## config.mk

```make
export PLATFORM = sky130hd
export DESIGN_NAME = adc32_flat
export DESIGN_NICKNAME = d
export VERILOG_FILES = /design/src/rtl/adc32_if.sv /design/src/rtl/adc32.sv /design/src/flat_wrapper.sv
export SDC_FILE = /design/constraint.sdc
export NUM_CORES = 1
export LEC_CHECK = 0
export BUFFER_PORTS_ARGS = -buffer_cell sky130_fd_sc_hd__buf_4
export CAP_MARGIN = 20
export CORE_MARGIN = 8
export CORE_UTILIZATION = 40
export DETAILED_ROUTE_END_ITERATION = 12
export PLACE_DENSITY = 0.75
export SLEW_MARGIN = 20
export SYNTH_ARGS = -nofsm -noshare
export SYNTH_HDL_FRONTEND = slang
export SYNTH_SLANG_ARGS = --single-unit
```

## constraint.sdc

```tcl
create_clock -name clk -period 0.8 [get_ports clk]
set_input_delay 0.04 -clock clk [delete_from_list [all_inputs] [get_ports clk]]
set_output_delay 0.04 -clock clk [all_outputs]
set_load 0.01 [all_outputs]
```

## src/rtl/adc32_if.sv

```systemverilog
// Operand/result bundle for the registered carry-lookahead adder.
// The master drives operands; the slave (the adder) returns the registered sum.
interface adc32_if #(
    parameter int WIDTH = 32
);
    logic [WIDTH-1:0] a;
    logic [WIDTH-1:0] b;
    logic             C0;
    logic             in_valid;
    logic [WIDTH-1:0] s;
    logic             Co;
    logic             out_valid;

    modport master (
        output a, b, C0, in_valid,
        input  s, Co, out_valid
    );

    modport slave (
        input  a, b, C0, in_valid,
        output s, Co, out_valid
    );
endinterface

```

## src/rtl/adc32.sv

```systemverilog
// Registered add-with-carry: {Co, s} = a + b + C0, one cycle latency.
// Two-level carry lookahead: 4-bit groups produce group P/G, and a second
// level forms every group carry-in directly from C0 and the lower groups'
// P/G, so no carry ripples across a group boundary.
module adc32 #(
    parameter int WIDTH = 32
) (
    input  logic   clk,
    input  logic   rst_n,
    adc32_if.slave bus
);
    localparam int NG = WIDTH / 4;

    logic [WIDTH-1:0] p;
    logic [WIDTH-1:0] g;
    logic [WIDTH-1:0] c;
    logic [WIDTH-1:0] sum;
    logic [NG-1:0]    gp;
    logic [NG-1:0]    gg;
    logic [NG:0]      gc;
    logic             prod;
    logic             term;

    assign p   = bus.a ^ bus.b;
    assign g   = bus.a & bus.b;
    assign sum = p ^ c;

    // Group propagate / generate for each 4-bit slice.
    always_comb begin
        gp = '0;
        gg = '0;
        for (int j = 0; j < NG; j++) begin
            gp[j] = &p[4*j +: 4];
            gg[j] = g[4*j+3]
                  | (p[4*j+3] & g[4*j+2])
                  | (p[4*j+3] & p[4*j+2] & g[4*j+1])
                  | (p[4*j+3] & p[4*j+2] & p[4*j+1] & g[4*j]);
        end
    end

    // Second-level lookahead: each group carry-in as a flat sum of products
    // over C0 and all lower groups, rather than chained from its neighbour.
    always_comb begin
        gc    = '0;
        gc[0] = bus.C0;
        prod  = 1'b0;
        term  = 1'b0;
        for (int j = 1; j <= NG; j++) begin
            term = 1'b0;
            for (int k = 0; k < j; k++) begin
                prod = gg[k];
                for (int m = k + 1; m < j; m++) begin
                    prod = prod & gp[m];
                end
                term = term | prod;
            end
            prod = bus.C0;
            for (int m = 0; m < j; m++) begin
                prod = prod & gp[m];
            end
            gc[j] = term | prod;
        end
    end

    // In-group lookahead: bit carries from the group carry-in and local p/g.
    always_comb begin
        c = '0;
        for (int j = 0; j < NG; j++) begin
            c[4*j]   = gc[j];
            c[4*j+1] = g[4*j] | (p[4*j] & gc[j]);
            c[4*j+2] = g[4*j+1] | (p[4*j+1] & g[4*j])
                     | (p[4*j+1] & p[4*j] & gc[j]);
            c[4*j+3] = g[4*j+2] | (p[4*j+2] & g[4*j+1])
                     | (p[4*j+2] & p[4*j+1] & g[4*j])
                     | (p[4*j+2] & p[4*j+1] & p[4*j] & gc[j]);
        end
    end

    // Output registers load every edge; out_valid just tracks in_valid.
    always_ff @(posedge clk or negedge rst_n) begin
        if (!rst_n) begin
            bus.s         <= '0;
            bus.Co        <= 1'b0;
            bus.out_valid <= 1'b0;
        end else begin
            bus.s         <= sum;
            bus.Co        <= gc[NG];
            bus.out_valid <= bus.in_valid;
        end
    end
endmodule

```

## src/flat_wrapper.sv

```systemverilog
// flat-port wrapper written by rule: the top's interface ports become plain ports
module adc32_flat 
#(
    parameter int WIDTH = 32
)
  (clk, rst_n, bus_a, bus_b, bus_C0, bus_in_valid, bus_s, bus_Co, bus_out_valid);
  adc32_if #(.WIDTH(WIDTH)) bus_i ();
  input  logic clk;
  input  logic rst_n;
  input wire logic [$bits(bus_i.a)-1:0] bus_a;
  input wire logic [$bits(bus_i.b)-1:0] bus_b;
  input wire logic [$bits(bus_i.C0)-1:0] bus_C0;
  input wire logic [$bits(bus_i.in_valid)-1:0] bus_in_valid;
  output wire logic [$bits(bus_i.s)-1:0] bus_s;
  output wire logic [$bits(bus_i.Co)-1:0] bus_Co;
  output wire logic [$bits(bus_i.out_valid)-1:0] bus_out_valid;
  assign bus_i.a = bus_a;
  assign bus_i.b = bus_b;
  assign bus_i.C0 = bus_C0;
  assign bus_i.in_valid = bus_in_valid;
  assign bus_s = bus_i.s;
  assign bus_Co = bus_i.Co;
  assign bus_out_valid = bus_i.out_valid;
  adc32 #(.WIDTH(WIDTH)) u_core (.clk(clk), .rst_n(rst_n), .bus(bus_i));
endmodule
```

==> out/metrics.yaml, run 1 <==
layout:
  area_added_between_synthesis_and_finish_pct: 104
  multiInputGateArea_um2: 1940
  final_nets: 527
  seq_area_um2: 851
  layoutNonFillerInstCount: 495
  num_antenna_cells: 0
  num-fill-cells: 326
  layout-drive-gt1-share_pct: 63.3
logic_synthesis:
  ys_dominant_reg_cell: "dfrtp_1"
  syn_avg_cell_area_um2: 10.5
  yosys.area_share.xor_xnor_pct: 7.84
  post_synth_inst_count: 223
  post-synth-top-area-fraction_pct: 36.2
  number_of_enable_flip_flop_cells_after_synthesis: 0
  synth_warnings: 0
  yosys_top_cell_by_area: "dfrtp_1"
  ys_ff_latch: 34
  synth.distinct_cells: 43
  postSynth.asyncResetShare_pct: 100
  adder_cell_share_of_the_synthesized_area_pct: 23.9
  mappedNetlistNets: 331
  synthesis.area_um2: 2350
  share_of_the_synthesized_area_in_compound_gates_ao_oa_aoi_oai_pct: 18.4
  yosys-top-cells-area: "dfrtp_1, ha_1, fa_1"
  ys_seq_area_share_pct: 36.2
  synth_mux_area_share_pct: 0
  synth_top_family_by_area: "adder cells"
  synth_simple_gate_area_share_pct: 10.9
drt:
  route.antenna.remaining_nets: 0
  detailroute.wirelength.met2_mm: 4.51
  route.final.wire_length_mm: 8.53
  route.detailed.wl_per_inst_um: 17.2
  top_layer: "met4"
  wire_length_on_met1_mm: 3.17
  dr_wl_met3_um: 702
  average_via_count_per_standard_cell: 5.10
  route.vias.total: 2523
  drtIter0Drc: 42
  drt_pre_antenna_iters: 6
  route.detailed.drc: 0
critical_path:
  timing.critical_path.from_type: "input pin"
  critPathMaxStageDelay_ps: 340
  worst_setup_path_end_kind: "flop"
  timing.critical_path.mode_cell: "and4_4"
  required_ps: 980
  cp.buffers_inverters: 1
  timing.critical_path.cells: "buf_8 -> ha_4 -> and4_4 -> and4_4 -> a211oi_2 -> o211ai_2 -> a31oi_2 -> o21ba_2 -> o21bai_1 -> fa_2 -> xor2_1"
  critical_path.slowest_cell: "fa_2"
  crit_path_max_fanout: 4
  crit_family: "compound AO/OA/AOI/OAI gates"
  data_arrival_critical_path_ps: 2100
  worstSetupPathType: "input pin to flop"
clock_network:
  clk_transition_reported_paths_ps: 70
  tritoncts: "built"
  number_of_buffers_on_the_longest_clock_path: 2
  cts_num_sinks: 34
  clock_tree.root_cell: "clkbuf_8"
  clock_tree.htree_level_count: 2
  cts_buffers: 5
power_and_ir_drop:
  irDropWorstVdd_uv: 903
  cellPowerDensity_nw_per_um2: 1560
  leakage_power_total_nw: 2.20
hold_path:
  class_of_the_tightest_hold_or_removal_check: "input pin to flop"
placement:
  detailedPlace.worstSlack_ps: -1550
  placed_cells_incl_taps: 473
  gpl.final_weighted_congestion: 0.851
  dp_hpwl_mm: 5.96
  port-buffer-count: 101
die:
  fp.dieH_um: 92.6
  die_x_um: 92.6
  floorplan.initialDensity_pct: 40.6
  fp.dieArea_um2: 8580
  num_io_pins: 102
  design.core.area_um2: 5780
  floorplan.rows: 28
timing:
  fmax_ghz: 0.520
  final.period_utilization_pct: 240
  rsz_0062_raised_after_global_routing: "yes"
  final.min_clock_period_ps: 1920
  hold_viol: 0
  worst_hold_slack_ps: 74.1
  setup-violations-final: 65
  timing.slew.headroom_pct: 65.5
  max_slew.worst_pin.slew_ps: 512
  timing_max_transition_violations_final: 0
  crit_path_setup_slack_layout_ps: -1120
global_routing:
  grt_pass1_wl_mm: 12.4
  grt_antenna_before_repair: 0
  grt_start_max_net_pins: 35
  groute.usage.overall_pct: 18.1
  first_global_vias: 2741
  global_route.overflow_total: 0
job:
  cap_viol_max_count: 0
status:
  outcome: "finished, violations left"
  failing_checks: "negative setup slack"
sequential cells by signal, indices dropped and copies added (netlist names):
name	count
u_core.bus.s	32
u_core.bus.out_valid	1
u_core.bus.Co	1
final cells by class:
cell class              count  share of cell area (%)
repair buffers            189                    36.1
clock buffers               8                    2.30
multi-input cells         172                    40.6
well taps                  75                    1.96
flip-flops and latches     34                    17.8
inverters                  17                    1.33
cell usage after synthesis, types with 2 or more instances:
master and instances:
o31ai_1 2, dfrtp_1 34, nor2_1 8, a21o_1 5, o21a_1 2, a31oi_1 4
fa_1 8, inv_1 17, nand4_1 3, nand3b_1 2, o21bai_1 3, xor2_1 10
nor2b_1 2, nand2_1 12, o21ai_0 9, ha_1 32, a21oi_1 21, and4_4 3
nand3_1 6, nor3_1 4, xnor2_1 11, o21ba_2 2, o21ai_1 2, nand2b_1 2
path summary, 6_finish.rpt:
check,startpoint,end,cells past startpoint
max,bus_a[11],u_core.bus.s[29],11
min,bus_a[20],u_core.bus.s[20],2
max in group asynchronous,rst_n,u_core.bus.s[5],2
min in group asynchronous,rst_n,u_core.bus.s[12],2
per-stage QoR:
step / utilization (%) / total power [mW] / setup TNS, ps / cell area (um2)
6_report: 82.7 / 7.45 / -25420 / 4780
5_1_grt: 82.7 / 7.87 / -27770 / 4780
4_1_cts: 78.9 / 7.22 / -23070 / 4560
3_5_place_dp: 69.0 / 5.12 / -34710 / 3990
3_3_place_gp: 69.0 / 5.04 / -33020 / 3990
2_1_floorplan: - / 3.49 / -24420 / 2580
kinds of logic after synthesis:
group / count (synthesis)
compound gates: 64
simple gates: 47
fa+ha+maj: 40
flops: 34
xor+xnor: 21
buf+inv: 17
layer usage:
metal  GRT usage (%)  vias to the layer above
met3            6.96                       14
met5               0                        -
met4            5.50                        0
met2            33.7                       96
li1                -                     1199
met1            18.1                     1214
where the power goes:
| part | switching, mW | total [mW] | internal [mW] | leakage, nW |
|---|---|---|---|---|
| clock network | 0.647 | 1.52 | 0.869 | 0.0575 |
| logic | 1.52 | 3.67 | 2.16 | 1.75 |
| registers | 0.185 | 2.26 | 2.08 | 0.396 |
| total | 2.35 | 7.45 | 5.10 | 2.20 |
cell usage in the layout, fill, tap and decap left out, drive strengths merged, types with 2 or more instances in the layout:
cell type      n
buf          187
dfrtp         34
ha            32
a21oi         21
inv           17
nand2         12
o21ai         12
xnor2         11
xor2          10
clkbuf         8
nor2           8
fa             8
nand3          6
a21o           5
and4           5
nor3           4
a31oi          4
nand4          3
o21bai         3
o31ai          3
a211oi         2
nand2b         2
o21a           2
nor2b          2
nand3b         2
dlygate4sd3    2
o211ai         2
o21ba          2
repair_timing:
item,CTS,global route
setup buffers,8,10
endpoints found under the setup margin,64,65
hold buffers,2,0
pin swaps,43,24
resized for setup,88,36
hold endpoints to repair,35,0
No activity file was read; power rests on OpenSTA's default activity.
==> inputs of run 2 (changes only) <==
--- a/config.mk
+++ b/config.mk
@@ -5,6 +5,7 @@
 export SDC_FILE = /design/constraint.sdc
 export NUM_CORES = 1
 export LEC_CHECK = 0
+export ABC_AREA = 1
 export BUFFER_PORTS_ARGS = -buffer_cell sky130_fd_sc_hd__buf_4
 export CAP_MARGIN = 20
 export CORE_MARGIN = 8
==> out/metrics.yaml, run 2 <==
status:
  outcome: "finished, violations left"
  failing_checks: "negative setup slack"
drt:
  drt_pre_antenna_iters: 4  # -2
  route.antenna.remaining_nets: 0  # unchanged
  route.detailed.drc: 0  # unchanged
  route.detailed.wl_per_inst_um: 15.5  # -9.8%
  route.vias.total: 2477  # -1.8%
  average_via_count_per_standard_cell: 4.81  # -5.6%
  drtIter0Drc: 57  # +36%
  route.final.wire_length_mm: 8.01  # -6.2%
logic_synthesis:
  post_synth_inst_count: 265  # +19%
  synthesis.area_um2: 2400  # +2.3%
  number_of_enable_flip_flop_cells_after_synthesis: 0  # unchanged
  synth_warnings: 0  # unchanged
  syn_avg_cell_area_um2: 9.06  # -14%
  ys_seq_area_share_pct: 35.4  # -0.81 points
  ys_top_cells_by_count: "nand2_1, inv_1, dfrtp_1"
  mappedNetlistNets: 373  # +13%
  ys_dominant_reg_cell: "dfrtp_1"
  yosys_top_cell_by_area: "dfrtp_1"
  postSynth.asyncResetShare_pct: 100  # unchanged
  ys_ff_latch: 34  # unchanged
  cell_with_the_most_instances_after_synthesis: "nand2_1"
  post-synth-top-area-fraction_pct: 35.4  # -0.81 points
  yosys-top-cells-area: "dfrtp_1, ha_1, nand2_1"
  synth.distinct_cells: 26  # -40%
clock_network:
  cts_num_sinks: 34  # unchanged
  number_of_buffers_on_the_longest_clock_path: 2  # unchanged
  tritoncts: "built"
  clock_tree.htree_level_count: 2  # unchanged
  cts_buffers: 5  # unchanged
  clock_tree.root_cell: "clkbuf_8"
  clk_transition_reported_paths_ps: 80  # about the same
timing:
  final.min_clock_period_ps: 1510  # -413 ps
  fmax_ghz: 0.663  # +27%
  final.period_utilization_pct: 189  # -52 points
  crit_path_setup_slack_layout_ps: -709  # +413 ps
  setup-violations-final: 64  # -1.5%
  max_slew.worst_pin.slew_ps: 435  # -76.6 ps
  timing_max_transition_violations_final: 0  # unchanged
  rsz_0062_raised_after_global_routing: "yes"
  hold_viol: 0  # unchanged
  timing.slew.headroom_pct: 71.0  # +5.5 points
die:
  num_io_pins: 102  # unchanged
  fp.dieH_um: 93.5  # +0.94%
  design.core.area_um2: 5850  # +1.2%
  die_x_um: 93.5  # +0.94%
  floorplan.rows: 28  # unchanged
  fp.dieArea_um2: 8740  # +1.9%
  floorplan.initialDensity_pct: 41.0  # +0.43 points
critical_path:
  crit_path_max_fanout: 4  # unchanged
  worstSetupPathType: "input pin to flop"
  data_arrival_critical_path_ps: 1690  # -410 ps
  setup.worst_path.start: "bus_b[23]"
  required_ps: 980  # about the same
  worst_setup_path_end_kind: "flop"
  timing.critical_path.from_type: "input pin"
placement:
  placed_cells_incl_taps: 488  # +3.2%
  placed_cell_area_um2: 3870  # -2.9%
  port-buffer-count: 101  # unchanged
  dp_hpwl_mm: 5.44  # -8.8%
  gpl.final_weighted_congestion: 0.780  # -8.3%
layout:
  layout-drive-gt1-share_pct: 62.3  # -1.1 points
  final_cell_mix: "buf_4, buf_6, nand2_1"
  post-route-cell-area_um2: 4610  # -3.6%
  final_nets: 547  # +3.8%
  area_added_between_synthesis_and_finish_pct: 91.9
  largest_reg_flops: 32  # unchanged
  max_flop_register: "u_core.bus.s"
  fin_util_pct: 78.8  # -4.0 points
  num_antenna_cells: 0  # unchanged
  mostFrequentLayoutCell: "buf_4"
  layoutNonFillerInstCount: 515  # +4.0%
  reg_top3: "u_core.bus.s: 32 flops, u_core.bus.Co: 1 flops, u_core.bus.out_valid: 1 flops"
global_routing:
  grt_pass1_wl_mm: 11.8  # -5.2%
  gr-max-usage-layer: "met2"
  use_met3_pct: 4.17  # -2.8 points
  grtUsageMet1_pct: 17.7  # -0.45 points
  use_met2_pct: 32.0  # -1.7 points
  groute.usage.overall_pct: 16.9  # -1.2 points
  grt_start_max_net_pins: 35  # unchanged
  grt_antenna_before_repair: 0  # unchanged
  first_global_vias: 2578  # -5.9%
  global_route.overflow_total: 0  # unchanged
hold_path:
  hp-start: "bus_a[12]"
  class_of_the_tightest_hold_or_removal_check: "input pin to flop"
power_and_ir_drop:
  irDropWorstVdd_uv: 1150  # +28%
  totalPowerFinal_mw: 7.51  # +0.86%
  cellPowerDensity_nw_per_um2: 1630  # +4.7%
  leakage_power_total_nw: 2.36  # +6.8%
job:
  cap_viol_max_count: 0  # unchanged
[run 2: cell types whose count changed in the layout (fill, tap and decap cells not counted), moves of 10 or more]
cell / delta
nand3_2: +10
nand2_1: +31
nand2_4: +14
inv_1: +18
nand2_2: +22
[run 2: worst paths after layout]
| kind | end | cells after the start |
|---|---|---|
| worst max-delay path | u_core.bus.s[29] | 9 |
| worst min-delay path | u_core.bus.s[12] | 2 |
| max in group asynchronous | u_core.bus.s[1] | 2 |
| min in group asynchronous | u_core.bus.s[27] | 2 |
[run 2: through the flow]
step / setup TNS [ps] / worst slack [ps] / hold WS (ps)
floorplan: -16200 / -809 / -256
global placement: -23360 / -1020 / 15.3
detailed placement: -23930 / -1030 / 13.9
CTS: -14720 / -663 / 67.0
global route: -19420 / -805 / 85.3
finish: -16380 / -709 / 79.9
[run 2: cell families (layout without fill, tap and decap cells)]
kind of cell | Yosys count | count (layout) | synth area share [%]
buf+inv | 36 | 211 | 5.63
compound gates | 22 | 22 | 5.78
simple gates | 117 | 117 | 24.0
fa+ha+maj | 40 | 40 | 23.3
flops | 34 | 34 | 35.4
xor+xnor | 16 | 16 | 5.84
[run 2: routing by layer]
| metal | routed length, um | part of all wire (%) |
|---|---|---|
| met1 | 2900 | 36 |
| met2 | 4440 | 55 |
| met3 | 524 | 6.5 |
| met4 | 140 | 1.7 |
| met5 | 0 | 0 |
[run 2: power breakdown]
group / switching, mW / internal, mW / total, mW / leakage [nW]
registers: 0.171 / 2.06 / 2.23 / 0.399
logic: 1.45 / 1.89 / 3.34 / 1.89
clock network: 0.692 / 1.25 / 1.94 / 0.0683
[run 2: layout make-up]
class                      count  area (um2)
clock inverter                 3        68.8
tap                           75        93.8
clock buffer                   5        68.8
timing repair buffer         167        1500
inverter                      36         135
fill                         369        1240
multi-input combinational    195        1900
sequential                    34         851
[run 2: critical path: stages]
cell and delay (ps):
buf_4 110, ha_1 360, a21oi_2 190, o211ai_1 140, nand2_1 80, nor3b_4 210, nand2_4 80, fa_2 340
xor2_1 150
[run 2: timing repair]
action	in CTS	in global routing
pin swaps	49	27
hold buffers	2	0
hold endpoints to repair	35	0
buffers inserted	13	8
setup endpoints to repair	63	63
resized for setup	91	27
==> inputs of run 3 (changes only) <==
==> constraint.sdc (replaced) <==
create_clock -name clk -period 1.5 [get_ports clk]
set_input_delay 0.075 -clock clk [delete_from_list [all_inputs] [get_ports clk]]
set_output_delay 0.075 -clock clk [all_outputs]
set_load 0.01 [all_outputs]
==> out/metrics.yaml, run 3 (same netlist as run 2, synthesis figures left out) <==
status:
  outcome: "finished clean"
clock_network:
  clock_tree.root_cell: "clkbuf_8"
  clock_tree.htree_level_count: 2  # unchanged
  clk_transition_reported_paths_ps: 80  # about the same
  cts_num_sinks: 34  # unchanged
  cts_buffers: 5  # unchanged
  number_of_buffers_on_the_longest_clock_path: 2  # unchanged
  tritoncts: "built"
critical_path:
  crit_path_max_fanout: 4  # unchanged
  data_arrival_critical_path_ps: 1670  # -20 ps
  crit_path_end: "u_core.bus.s[29]"
  required_ps: 1670  # +690 ps
  worst_setup_path_end_kind: "flop"
  setup.worst_path.start: "bus_a[17]"
  timing.critical_path.from_type: "input pin"
  worstSetupPathType: "input pin to flop"
hold_path:
  class_of_the_tightest_hold_or_removal_check: "input pin to flop"
layout:
  mostFrequentLayoutCell: "buf_4"
  final_nets: 543  # -0.73%
  reg_top3: "u_core.bus.s: 32 flops, u_core.bus.Co: 1 flops, u_core.bus.out_valid: 1 flops"
  largest_reg_flops: 32  # unchanged
  num_antenna_cells: 0  # unchanged
  layout-drive-gt1-share_pct: 57.9  # -4.3 points
  final_cell_mix: "buf_4, nand2_1, dfrtp_1"
  max_flop_register: "u_core.bus.s"
  multiInputGateArea_um2: 1780  # -6.0%
  seq_area_um2: 851  # unchanged
  num-fill-cells: 439  # +19%
  area_added_between_synthesis_and_finish_pct: 77.1
timing:
  setup-violations-final: 0  # -100%
  hold_viol: 0  # unchanged
  timing.slew.headroom_pct: 70.3  # -0.70 points
  max_slew.worst_pin.slew_ps: 446  # +10.5 ps
  final.period_utilization_pct: 99.7
  fmax_ghz: 0.669
  final.min_clock_period_ps: 1500
  timing_max_transition_violations_final: 0  # unchanged
  crit_path_setup_slack_layout_ps: 4.87  # +714 ps
  rsz_0062_raised_after_global_routing: "yes"
  worst_hold_slack_ps: 108  # +28.6 ps
job:
  cap_viol_max_count: 0  # unchanged
global_routing:
  grt_start_max_net_pins: 35  # unchanged
  first_global_vias: 2482  # -3.7%
  grt_antenna_before_repair: 0  # unchanged
  groute.usage.overall_pct: 15.2  # -1.7 points
  global_route.overflow_total: 0  # unchanged
  grt_pass1_wl_mm: 10.8  # -8.7%
die:
  floorplan.rows: 28  # unchanged
  num_io_pins: 102  # unchanged
  fp.dieArea_um2: 8740  # unchanged
  floorplan.initialDensity_pct: 41.0  # unchanged
  fp.dieH_um: 93.5  # unchanged
  design.core.area_um2: 5850  # unchanged
  die_x_um: 93.5  # unchanged
placement:
  port-buffer-count: 101  # unchanged
  dp_hpwl_mm: 5.44  # about the same
  detailedPlace.worstSlack_ps: -354  # +676 ps
  gpl.final_weighted_congestion: 0.782  # +0.24%
drt:
  route.vias.total: 2350  # -5.1%
  drtIter0Drc: 35  # -39%
  route.detailed.drc: 0  # unchanged
  route.detailed.wl_per_inst_um: 13.3  # -14%
  route.final.wire_length_mm: 6.79  # -15%
  route.antenna.remaining_nets: 0  # unchanged
  average_via_count_per_standard_cell: 4.61  # -4.2%
  drt_pre_antenna_iters: 4  # unchanged
power_and_ir_drop:
  irDropWorstVdd_uv: 399  # -65%
  cellPowerDensity_nw_per_um2: 833  # -49%
  leakage_power_total_nw: 2.20  # -6.5%
==> run 3: cell type report <==
class / instances / share of cell area [%]
clock buffer: 6 / 1.94
clock inverter: 1 / 0.706
inverter: 36 / 3.18
multi-input combinational: 195 / 41.9
sequential: 34 / 20.0
tap: 75 / 2.21
timing repair buffer: 163 / 30.0
==> run 3: repair_timing <==
action | CTS | global route
gates resized for setup | 2 | 46
hold buffers | 2 | 0
pin swaps | 6 | 32
hold endpoints to repair | 35 | 0
setup buffers | 0 | 10
gates cloned | 0 | 0
endpoints found under the setup margin | 4 | 10
==> run 3: layer usage <==
layer,GRT usage [%],vias to the layer above,share of wire [%]
met1,15.5,1092,37
met2,29.0,61,55
met5,0,-,0
met4,5.91,0,1.7
met3,3.53,11,5.7
li1,-,1186,-
==> run 3: critical path: stages <==
cell and delay, ps:
buf_8 100, ha_4 250, nand2_2 60, nand2_2 50, inv_2 70, nor2_2 40
nor2_1 90, nand2_1 70, nor2_2 150, nand2_4 80, nand3_4 70, nand2_4 50
fa_2 360, xor2_1 170
==> run 3: power breakdown <==
| part | switching, mW | leakage (nW) | total [mW] | internal (mW) |
|---|---|---|---|---|
| logic | 0.689 | 1.75 | 1.52 | 0.835 |
| clock network | 0.336 | 0.0573 | 0.868 | 0.532 |
| registers | 0.0552 | 0.399 | 1.15 | 1.10 |
| total | 1.08 | 2.20 | 3.54 | 2.46 |
==> run 3: stage by stage <==
stage	utilization, %	power (mW)	std cells	setup TNS [ps]	cell area (um2)
floorplan	-	1.81	265	-692	2640
global placement	66.1	2.53	491	-4050	3870
detailed placement	66.1	2.58	491	-4800	3870
CTS	68.5	3.47	500	0	4010
global route	72.7	3.78	510	-499	4250
finish	72.7	3.54	510	0	4250
==> run 3: worst min-delay path by stage <==
stage	depth (start not counted)	startpoint	slack, ps	end
global placement	1	rst_n	50	u_core.bus.s[14]
detailed placement	1	rst_n	60	u_core.bus.s[15]
finish	2	bus_a[28]	110	u_core.bus.s[28]
global route	2	bus_a[28]	100	u_core.bus.s[28]
floorplan	0	rst_n	-220	u_core.bus.Co
CTS	2	bus_a[28]	110	u_core.bus.s[28]
